[config.mk]
export PLATFORM = sky130hd
export DESIGN_NAME = ctrl_pipe_ic
export DESIGN_NICKNAME = d
export VERILOG_FILES = /design/src/rtl/ctrl_pipe_ic.sv
export SDC_FILE = /design/constraint.sdc
export NUM_CORES = 1
export LEC_CHECK = 0
export CAP_MARGIN = 5
export CELL_PAD_IN_SITES_DETAIL_PLACEMENT = 1
export CELL_PAD_IN_SITES_GLOBAL_PLACEMENT = 1
export CORE_MARGIN = 2
export CORE_UTILIZATION = 34
export DETAILED_ROUTE_END_ITERATION = 8
export PLACE_DENSITY = 0.8
export REMOVE_ABC_BUFFERS = 1
export SETUP_SLACK_MARGIN = 0.2
export SLEW_MARGIN = 20
export SYNTH_ARGS = -nofsm -noshare
export SYNTH_HDL_FRONTEND = slang
export SYNTH_SLANG_ARGS = --single-unit
[constraint.sdc]
create_clock -name Clk -period 2.35 [get_ports Clk]
set_input_delay 0.235 -clock Clk [delete_from_list [all_inputs] [get_ports Clk]]
set_output_delay 0.235 -clock Clk [all_outputs]
set_load 0.01 [all_outputs]
[src/rtl/ctrl_pipe_ic.sv]
// Control-word pipeline with backup sweep and direct-restore port.
// Define CTRL_PIPE_IC_DIRTY_EN to track per-stage dirty flags and let sweeps skip clean stages.
module ctrl_pipe_ic #(
    parameter int STAGES = 3,
    parameter int W = 32,
    parameter logic [W-1:0] FLUSH_WORD = '0,
    localparam int IW = (STAGES > 1) ? $clog2(STAGES) : 1
) (
    input  logic                  Clk,
    input  logic                  Rst,
    input  logic [W-1:0]          Vin,
    input  logic                  stand_by,
    input  logic                  Flush,
    input  logic                  Pwr_off,
    output logic [STAGES*W-1:0]   Vout,
    output logic [STAGES-1:0]     Dirty,
    input  logic                  Backup_req,
    output logic                  Backup_valid,
    output logic [IW-1:0]         Backup_idx,
    output logic [W-1:0]          Backup_Vout,
    input  logic                  Backup_ack,
    output logic                  Backup_busy,
    output logic                  Backup_done,
    input  logic                  Restore_en,
    input  logic [IW-1:0]         Restore_idx,
    input  logic [W-1:0]          Restore_Vin
);

    // state    | meaning
    // IDLE     | no sweep; shift, flush and restore allowed
    // SCAN     | inspecting stage at ptr_q, one cycle per stage
    // WAIT_ACK | presenting stage ptr_q until Backup_ack
    // DONE     | one-cycle completion pulse
    typedef enum logic [1:0] {IDLE, SCAN, WAIT_ACK, DONE} state_t;

    localparam logic [IW-1:0] LAST = IW'(STAGES - 1);

    state_t        state_q, state_d;
    logic [IW-1:0] ptr_q, ptr_d;
    logic [W-1:0]  stage_q [STAGES];
    logic [W-1:0]  stage_d [STAGES];
    logic          flush_pend_q, flush_pend_d;
    logic          busy, do_flush, do_restore, shift_en, ack_take, scan_hit;

    assign busy       = (state_q != IDLE);
    // A flush seen mid-sweep waits in flush_pend_q so swept words stay coherent.
    assign do_flush   = !Pwr_off && !busy && (Flush || flush_pend_q);
    assign do_restore = !Pwr_off && !busy && !do_flush && Restore_en
                        && (int'(Restore_idx) < STAGES);
    assign shift_en   = !Pwr_off && !busy && !stand_by && !Restore_en && !Flush && !do_flush;
    assign ack_take   = (state_q == WAIT_ACK) && Backup_ack;

    always_comb begin
        stage_d = stage_q;
        if (Pwr_off) begin
            for (int k = 0; k < STAGES; k++) stage_d[k] = '0;
        end else if (do_flush) begin
            for (int k = 0; k < STAGES; k++) stage_d[k] = FLUSH_WORD;
        end else if (do_restore) begin
            stage_d[Restore_idx] = Restore_Vin;
        end else if (shift_en) begin
            stage_d[0] = Vin;
            for (int k = 1; k < STAGES; k++) stage_d[k] = stage_q[k-1];
        end
    end

    always_comb begin
        flush_pend_d = flush_pend_q;
        if (Pwr_off)            flush_pend_d = 1'b0;
        else if (busy && Flush) flush_pend_d = 1'b1;
        else if (!busy)         flush_pend_d = 1'b0;
    end

`ifdef CTRL_PIPE_IC_DIRTY_EN
    logic [STAGES-1:0] dirty_q, dirty_d;

    always_comb begin
        dirty_d = dirty_q;
        if (Pwr_off) begin
            dirty_d = '0;
        end else begin
            if (do_flush || shift_en) begin
                for (int k = 0; k < STAGES; k++)
                    if (stage_d[k] != stage_q[k]) dirty_d[k] = 1'b1;
            end
            if (do_restore) dirty_d[Restore_idx] = 1'b0;
            if (ack_take)   dirty_d[ptr_q] = 1'b0;
        end
    end

    always_ff @(posedge Clk or negedge Rst) begin
        if (!Rst) dirty_q <= '0;
        else      dirty_q <= dirty_d;
    end

    assign Dirty    = dirty_q;
    assign scan_hit = dirty_q[ptr_q];
`else
    assign Dirty    = '0;
    assign scan_hit = 1'b1;
`endif

    always_comb begin
        state_d = state_q;
        ptr_d   = ptr_q;
        if (Pwr_off) begin
            state_d = IDLE;
            ptr_d   = '0;
        end else begin
            case (state_q)
                IDLE: if (Backup_req) begin
                    state_d = SCAN;
                    ptr_d   = '0;
                end
                SCAN: begin
                    if (scan_hit)            state_d = WAIT_ACK;
                    else if (ptr_q == LAST)  state_d = DONE;
                    else                     ptr_d   = ptr_q + 1'b1;
                end
                WAIT_ACK: if (Backup_ack) begin
                    if (ptr_q == LAST) begin
                        state_d = DONE;
                    end else begin
                        state_d = SCAN;
                        ptr_d   = ptr_q + 1'b1;
                    end
                end
                DONE: begin
                    state_d = IDLE;
                    ptr_d   = '0;
                end
                default: begin
                    state_d = IDLE;
                    ptr_d   = '0;
                end
            endcase
        end
    end

    always_ff @(posedge Clk or negedge Rst) begin
        if (!Rst) begin
            state_q      <= IDLE;
            ptr_q        <= '0;
            flush_pend_q <= 1'b0;
            for (int k = 0; k < STAGES; k++) stage_q[k] <= '0;
        end else begin
            state_q      <= state_d;
            ptr_q        <= ptr_d;
            flush_pend_q <= flush_pend_d;
            for (int k = 0; k < STAGES; k++) stage_q[k] <= stage_d[k];
        end
    end

    always_comb begin
        Vout = '0;
        for (int k = 0; k < STAGES; k++) Vout[k*W +: W] = stage_q[k];
    end

    assign Backup_valid = (state_q == WAIT_ACK);
    assign Backup_idx   = Backup_valid ? ptr_q : '0;
    assign Backup_Vout  = Backup_valid ? stage_q[ptr_q] : '0;
    assign Backup_busy  = busy;
    assign Backup_done  = (state_q == DONE);

endmodule

* After elaboration in Yosys (flattened, before gate mapping) *
Index checks and enable logic that the tools add are counted.
W data, S select, Z words.

cells by class
  bitwise operators = 2
  muxes and demuxes = 25
  add/subtract/negate cells = 1
  reductions and logical operators = 23
  eq/ne operators = 9
  magnitude comparators = 4

operator list
  operator               number
  $mux W96               4
  $mux W32               4
  $bwmux W96             1
  $bmux W32 S2           1
  $demux W32 S2          1
  $mux W2                9
  $logic_and A1 B1 Y1    11
  $pmux W2 S4            1
  $eq A2 B2 Y1 const B   3
  $ge A3 B3 Y1 const B   2
  $logic_not A1 Y1       6
  $ne A3 B2 Y1 const B   2
  $ne A3 B3 Y1 const B   2
  $not A2 Y3             2
  $pmux W2 S3            1
  $reduce_and A4 Y1      1
  $reduce_bool A4 Y1     1
  $lt A3 B1 Y1 const B   1
  $mux W1                3
  $add A2 B1 Y2 const B  1
  $eq A2 B1 Y1 const B   1
  $logic_not A2 Y1       1
  $lt A2 B2 Y1 const B   1
  $ne A2 B2 Y1 const B   1
  other kinds (3)        3

storage, ports and cells
  bits of input ports = 74
  flip-flop bits (word level) = 101
  output and inout bits = 136

* Logic depth before layout (Yosys ltp) *
Gate-level depths: netlist of run 1.

  word-level depth = 11
  mapped depth = 7
  depth with buffers taken out = 6

* Worst setup path after synthesis of run 1 *
OpenSTA, ideal clock, no wires.

  kind = register to register
  start point = reg state_q[0]
  end point = reg stage_q (netlist bit Vout[10])
  library setup time = 0.130 ns
  data arrival time = 1.685 ns
  cell stages (with the launch flop) = 6
  path slack = 0.535 ns
  buffers on the path = 1
  path through = dfrtp_1 -> or3_1 -> nor4_4 -> nor3_1 -> clkbuf_1 -> o2bb2ai_1

on the way
  cells in the longest elaborated chain, start to end = 11
  elaborated cells between the ends (all ways) = 16
  classes of those cells = 3 x mux; 13 x reduce/logical

ends and longest elaborated chain
  item                              RTL line    text
  from (decl)                       38          state_t state_q, state_d;
  from (signal assigned)            147         state_q <= state_d;
  $reduce_bool A2 Y1 (*)            45          assign busy = (state_q != IDLE);
  $logic_not A1 Y1 (*)              n/a
  $logic_and A1 B1 Y1 (*)           47, 48, 50
  $logic_and A1 B1 Y1               47          assign do_flush = !Pwr_off && !busy && (Flush || flush_pend_q);
  $logic_not A1 Y1                  48, 50
  $logic_and A1 B1 Y1 (2 in a row)  48          assign do_restore = !Pwr_off && !busy && !do_flush && Restore_en
  $logic_and A1 B1 Y1               49          && (int'(Restore_idx) < STAGES);
  $mux W96                          59          end else if (do_restore) begin
  $mux W96                          57          end else if (do_flush) begin
  $mux W96                          55          if (Pwr_off) begin
  to (decl)                         40          logic [W-1:0] stage_q [STAGES];

Every way passes the cells marked *; elsewhere a longest branch is shown, timed or not.
A chain may end at the register's enable or synchronous reset.

* Final worst setup path of run 1 *
  start point = reg ptr_q[1]
  end point = out Backup_Vout[16]

on the way
  cells in the longest elaborated chain, start to end = 5

ends and longest elaborated chain
  item                                         RTL line  text
  from (decl)                                  39        logic [IW-1:0] ptr_q, ptr_d;
  from (signal assigned)                       148       ptr_q <= ptr_d;
  $not A2 Y3 (not written as such)             161       assign Backup_Vout = Backup_valid ? stage_q[ptr_q] : '0;
  $bmux W32 S2                                 161
  $mux W32 (not written as such) (2 in a row)  161
  $mux W32                                     161
  to (decl)                                    20        output logic [W-1:0] Backup_Vout,

Every way passes these cells. The select of a mux whose other input is x is not followed.

==> results of run 1 <==
[per-layer routing]
| metal | track usage (%) | wire length (um) |
|---|---|---|
| met1 | 35.7 | 11000 |
| met2 | 46.7 | 12500 |
| met3 | 6.32 | 1900 |
| met5 | 0 | 0 |
| met4 | 12.9 | 759 |
[final cells by class]
cell class                      count  area, um2
Clock inverter                      5       83.8
Clock buffer                       10        229
Timing Repair Buffer              257       2640
Sequential cell                   101       2530
Inverter                           37        139
Fill cell                        1898       8170
Multi-Input combinational cell    430       3040
Tap cell                          225        282
[repair_timing]
action,in CTS,in global routing
hold endpoints to repair,30,0
pin swaps,3,0
gates cloned,2,1
resized for setup,24,30
setup endpoints to repair,47,33
buffers inserted,8,5
hold buffers,1,0
[state kept, by name, summed over array words and instances, names as in the netlist]
register      count
flush_pend_q      1
state_q           2
Vout             96
ptr_q             2
[power groups by stage]
stage                     sequential (uW)  clock [uW]  combinational, uW
after global routing                 1950        1740               1190
final                                1940        1660               1120
after detailed placement             1970           0               1070
after floorplan                      1970           0                353
after global placement               1960           0               1040
after CTS                            1940        1660               1100
[Yosys cell counts (all sizes together)]
| cell type | number |
|---|---|
| nor2b | 3 |
| o22ai | 1 |
| nor4b | 1 |
| and2 | 1 |
| nor3b | 1 |
| nand2b | 2 |
| ha | 1 |
| nand2 | 2 |
| o21ai | 35 |
| o21a | 1 |
| nor2 | 70 |
| a31oi | 1 |
| clkbuf | 47 |
| nor3 | 7 |
| or3b | 1 |
| dfrtp | 101 |
| a211oi | 32 |
| nand3 | 1 |
| and4 | 32 |
| a22oi | 64 |
| and3 | 34 |
| nor4 | 1 |
| inv | 37 |
| mux2 | 1 |
| or3 | 1 |
| o32a | 1 |
| conb | 1 |
| a21oi | 33 |
| or4 | 1 |
| buf | 20 |
| o2bb2ai | 64 |
| or2 | 1 |
| mux2i | 33 |
[per-stage QoR]
step	hold slack, ps	instance area (um2)	worst slack, ps	utilization [%]	TNS, ps
final	367	8940	92.4	52.2	0
after global routing	418	8940	5.92	52.2	0
after CTS	385	8820	57.7	51.5	0
after detailed placement	214	8380	-16.9	48.9	-61.5
after global placement	216	8380	76.3	48.9	0
after floorplan	-60.6	5600	-1120	-	-105870
[logic make-up (layout without fill, tap and decap cells)]
logic type	after synthesis	in the layout	share of synthesized area, %
buffers and inverters	104	309	7.12
DFF	101	101	43.0
other	1	3	0.0639
AOI/OAI and AO/OA	232	233	28.1
muxes	34	34	5.82
and+or+nand+nor	159	159	15.6
adders and majority gates	1	1	0.213
[path summary, 6_finish.rpt]
path | startpoint | to
setup / recovery | ptr_q[1] | Backup_Vout[16]
hold reg to reg | Vout[64] | Vout[64]
setup reg to reg | flush_pend_q | Vout[27]
max in group asynchronous | Rst | state_q[0]
hold / removal | Rst | Vout[70]
min in group Clk | Backup_req | state_q[1]
[placed cells by master (no fill, tap or decap), drive strengths merged, types with 2 or more instances in the layout]
master | synthesis | layout
and4 | 32 | 32
nor2 | 70 | 70
nor3 | 7 | 7
clkdlybuf4s50 | 0 | 172
mux2i | 33 | 33
nand2b | 2 | 2
bufinv | 0 | 2
o2bb2ai | 64 | 64
dlygate4sd2 | 0 | 11
clkdlybuf4s15 | 0 | 4
a211oi | 32 | 32
a22oi | 64 | 64
conb | 1 | 3
nand2 | 2 | 2
dlymetal6s2s | 0 | 12
inv | 37 | 38
and3 | 34 | 34
clkbuf | 47 | 15
o21ai | 35 | 36
clkinvlp | 0 | 2
dfrtp | 101 | 101
a21oi | 33 | 33
nor2b | 3 | 3
buf | 20 | 52
==> flow_summary.json, run 1 <==
{
  "grt-ovfl-total": 0,
  "fin_cells": 1065,
  "cp-end-kind": "primary output",
  "power_uw": 4720,
  "netSwitchingFraction_pct": 31.1,
  "tightest_slew_ps": 740,
  "ys_seq_area_share_pct": 43.0,
  "r2r_cells": 6,
  "power_leakage_uw": 0.00384,
  "via_per_inst": 6.06,
  "core_mm2": 0.0171,
  "io_pins": 210,
  "finalHoldViolCount": 0,
  "antenna_cells": 0,
  "status": "completed",
  "drive_above_1_share_pct": 11.2,
  "grt_max_degree": 43,
  "ys.warnings.count": 0,
  "finalSetupViolCount": 0,
  "ant_nets": 0,
  "wl_um": 26100,
  "hold_class": "input pin to asynchronous set/reset pin",
  "final.period_utilization_pct": 96.1,
  "crit_buf_inv": 4,
  "hpwlAfterDp_um": 17000,
  "path_clk_slew_ps": 70,
  "grt_pass1_wl_um": 40100,
  "clkLatencyLatePin_ps": 360,
  "fmax_mhz": 443,
  "cts_root_buf": "clkbuf_16",
  "worstSetupPathType": "register to primary output",
  "placementRows": 48,
  "grt.total_usage_pct": 28.4,
  "start_kind": "register",
  "slew_viol_final": 0,
  "clk_path_buf_depth": 2,
  "rsz0062_at_grt": "yes",
  "cp.depth": 8,
  "min_period_ps": 2260,
  "clock_skew_ps": 10.1,
  "synth_top_area_share_pct": 43.0,
  "drt_iter0_markers": 497,
  "cp_data_arrival_time_ps": 2020,
  "slew_headroom_pct": 50.7,
  "power_frac_comb_pct": 23.7,
  "numCtsBuffers": 9,
  "drc": 0,
  "yosys.area.top_type": "dfrtp_1",
  "port_buffers": 206,
  "nets": 911,
  "p_int_uw": 3250,
  "die_h_um": 135,
  "cp_data_required_time_ps": 2120,
  "die_area_mm2": 0.0183,
  "synth_cell_types": 37,
  "synth_top_cells_by_area": "dfrtp_1, o2bb2ai_1, a22oi_1",
  "post-place-cells": 1033,
  "die_w_um": 135,
  "power_density_mw_per_mm2": 528,
  "post_synth.cell_area_avg_um2": 9.29,
  "vias": 6458,
  "worstPathMaxFanout": 6,
  "dr.pass1.iters": 5,
  "cp_slowest_cell": "dfrtp_2",
  "syn_inst": 632,
  "tritoncts": "done",
  "antenna_found_initial": 0,
  "cts-htree-levels": 3,
  "cts.sink_count": 101,
  "crit_family": "buffers and inverters",
  "cap_violations": 0,
  "grt_pass1_vias": 6842,
  "ys_seq_elements": 101,
  "clockPowerShare_pct": 35.3,
  "globalplace.congestion": 0.826,
  "initial_core_util_pct": 34.3,
  "wire_per_inst_um": 24.5,
  "syn_to_final_growth_pct": 52.3,
  "power.share.sequential_pct": 41.0,
  "ir_worst_vdd_v": 0.000397,
  "synth_area_mm2": 0.00587,
  "r2r_setup_slack_ps": 330,
  "crit_chain": "buf_4 > buf_12 > buf_4 > mux2i_1 > nor2_1 > a21oi_1 > nor2_1 > dlygate4sd2_1",
  "p_sw_uw": 1470,
  "crit_path_max_incr_delay_ps": 480
}
Note: power is estimated with default switching activity, not from simulation.
==> run 2: changes to the inputs <==
Settings changed: CTS_CLUSTER_DIAMETER from default to 80, SLEW_MARGIN 20 to default, TNS_END_PERCENT from default to 30.
==> run 2 against run 1 <==
  * Clock skew hardly changed
  * Maximum frequency grew 4.4%
  * Count of clock-buffer cells in the layout unchanged
  * Combinational power is essentially flat
  * Core utilization decreased by 0.27 points
  * Hold slack lost 1.3 ps
==> flow_summary.json, run 2 (synthesized netlist as in run 1, its figures left out) <==
{
  "stdcell_area_mm2": 0.00890,
  "power_density_mw_per_mm2": 528,
  "start_kind": "register",
  "cp-end-kind": "register",
  "status": "completed",
  "core_mm2": 0.0171,
  "r2r-end": "Vout[27]",
  "io_pins": 210,
  "clock_skew_ps": 10.2,
  "cts.sink_count": 101,
  "largest_reg_flops": 96,
  "tightest_slew_ps": 988,
  "worst_hold_slack_ps": 366,
  "cp_data_required_time_ps": 2620,
  "grt_util_met1_pct": 35.4,
  "cts_root_buf": "clkbuf_16",
  "numCtsBuffers": 9,
  "drt_iter0_markers": 470,
  "ir_worst_vdd_v": 0.000398,
  "drive_above_1_share_pct": 10.3,
  "finalSetupViolCount": 0,
  "antenna_cells": 0,
  "wire_per_inst_um": 24.1,
  "worstPathMaxFanout": 32,
  "r2r_cells": 4,
  "worstSetupPathType": "register to register",
  "slew_headroom_pct": 33.9,
  "clkLatencyLatePin_ps": 360,
  "crit_buf_inv": 0,
  "min_period_ps": 2160,
  "dr.pass1.iters": 4,
  "rsz0062_at_grt": "yes",
  "p_int_uw": 3250,
  "syn_to_final_growth_pct": 51.5,
  "grtUsageMet2_pct": 46.5,
  "met3_usage_pct": 5.76,
  "slew_viol_final": 0,
  "clockPowerShare_pct": 35.3,
  "p_sw_uw": 1440,
  "nets": 902,
  "via_per_inst": 5.98,
  "placed_cell_area_mm2": 0.00838,
  "crit_chain": "or3b_2 > nor4_4 > o21ai_4 > o2bb2ai_1",
  "cp_data_arrival_time_ps": 2430,
  "worst_slack_ps": 189,
  "final.period_utilization_pct": 92.0,
  "fmax_mhz": 463,
  "cap_violations": 0,
  "hold_class": "input pin to asynchronous set/reset pin",
  "power_leakage_uw": 0.00404,
  "clk_path_buf_depth": 2,
  "cp_slowest_cell": "or3b_2",
  "final_cell_mix": "clkdlybuf4s50_1, dfrtp_1, nor2_1",
  "post-place-cells": 1033,
  "finalHoldViolCount": 0,
  "ant_nets": 0,
  "port_buffers": 206,
  "fin_cells": 1056,
  "grt-busiest-layer": "met2",
  "hpwlAfterDp_um": 17000,
  "crit_family": "simple AND/OR/NAND/NOR gates",
  "power_frac_comb_pct": 23.5,
  "placementRows": 48,
  "drc": 0,
  "final_common_cell": "clkdlybuf4s50_1",
  "die_area_mm2": 0.0183,
  "die_h_um": 135,
  "vias": 6315,
  "reg2reg_from": "flush_pend_q",
  "power.share.sequential_pct": 41.3,
  "die_w_um": 135,
  "wl_um": 25400,
  "grt.total_usage_pct": 28.0,
  "cts-htree-levels": 3,
  "crit_path_max_incr_delay_ps": 560,
  "tritoncts": "done",
  "grt_max_degree": 43,
  "grt_pass1_wl_um": 39600,
  "globalplace.congestion": 0.826,
  "antenna_found_initial": 0,
  "grt-ovfl-total": 0,
  "grt_pass1_vias": 6800,
  "path_clk_slew_ps": 70,
  "netSwitchingFraction_pct": 30.7,
  "fillers": 1899,
  "initial_core_util_pct": 34.3,
  "r2r_setup_slack_ps": 190,
  "dpl_worst_slack_ps": -16.9
}
## run 2: cell types whose count changed in the layout (fill, tap and decap cells not counted), sizes merged
| cell | change |
|---|---|
| buf | -7 |
| o21ai | -1 |
| dlymetal6s2s | +16 |
| dlygate4sd2 | -8 |
| clkbuf | -3 |
| clkdlybuf4s15 | -3 |
| clkdlybuf4s50 | -3 |
## run 2: worst max-delay path by stage
stage	startpoint	end	slack (ps)	cells after the start
2_1_floorplan	flush_pend_q	Vout[69]	-1120	4
3_3_place_gp	Restore_en	Vout[25]	80	6
3_5_place_dp	Restore_en	Vout[2]	-20	6
4_1_cts	ptr_q[1]	Backup_Vout[9]	60	6
5_1_grt	flush_pend_q	Vout[30]	100	4
6_report	flush_pend_q	Vout[27]	190	4
## run 2: worst register-to-register path: cells and delay by family, from the launching register on
family / cells / cell delay (ps)
compound gates: 2 / 640
flops: 1 / 420
simple gates: 2 / 1000
## run 2: power by group through the flow
stage / Combinational (uW) / Sequential, uW / Clock, uW
after CTS: 1100 / 1940 / 1660
after global placement: 1040 / 1960 / 0
after detailed placement: 1070 / 1970 / 0
after floorplan: 353 / 1970 / 0
final: 1100 / 1940 / 1660
after global routing: 1180 / 1950 / 1740
## run 2: layer usage
metal	wire length [um]	share of wire, %
met2	12100	48
met4	828	3.3
met1	10700	42
met3	1780	7.0
met5	0	0
## run 2: final cells by class
| type | count | area, um2 | share of cell area (%) |
|---|---|---|---|
| multi-input combinational | 429 | 3040 | 34.2 |
| sequential | 101 | 2530 | 28.5 |
| inverter | 37 | 139 | 1.56 |
| clock buffer | 10 | 229 | 2.57 |
| timing repair buffer | 249 | 2590 | 29.1 |
| tap | 225 | 282 | 3.16 |
| clock inverter | 5 | 83.8 | 0.942 |
## run 2: repair_timing
| item | CTS | global route |
|---|---|---|
| setup endpoints to repair | 47 | 67 |
| pin swaps | 1 | 1 |
| gates cloned | 1 | 0 |
| resized for setup | 11 | 40 |
| endpoints found under the hold margin | 30 | 0 |
| setup buffers | 5 | 1 |
| hold buffers | 1 | 0 |
## run 2: stage by stage
stage	TNS, ps	utilization (%)	total power, uW
4_1_cts	0	51.4	4700
5_1_grt	0	52.0	4870
2_1_floorplan	-105870	-	2330
6_report	0	52.0	4690
3_5_place_dp	-61.5	48.9	3040
3_3_place_gp	0	48.9	3000
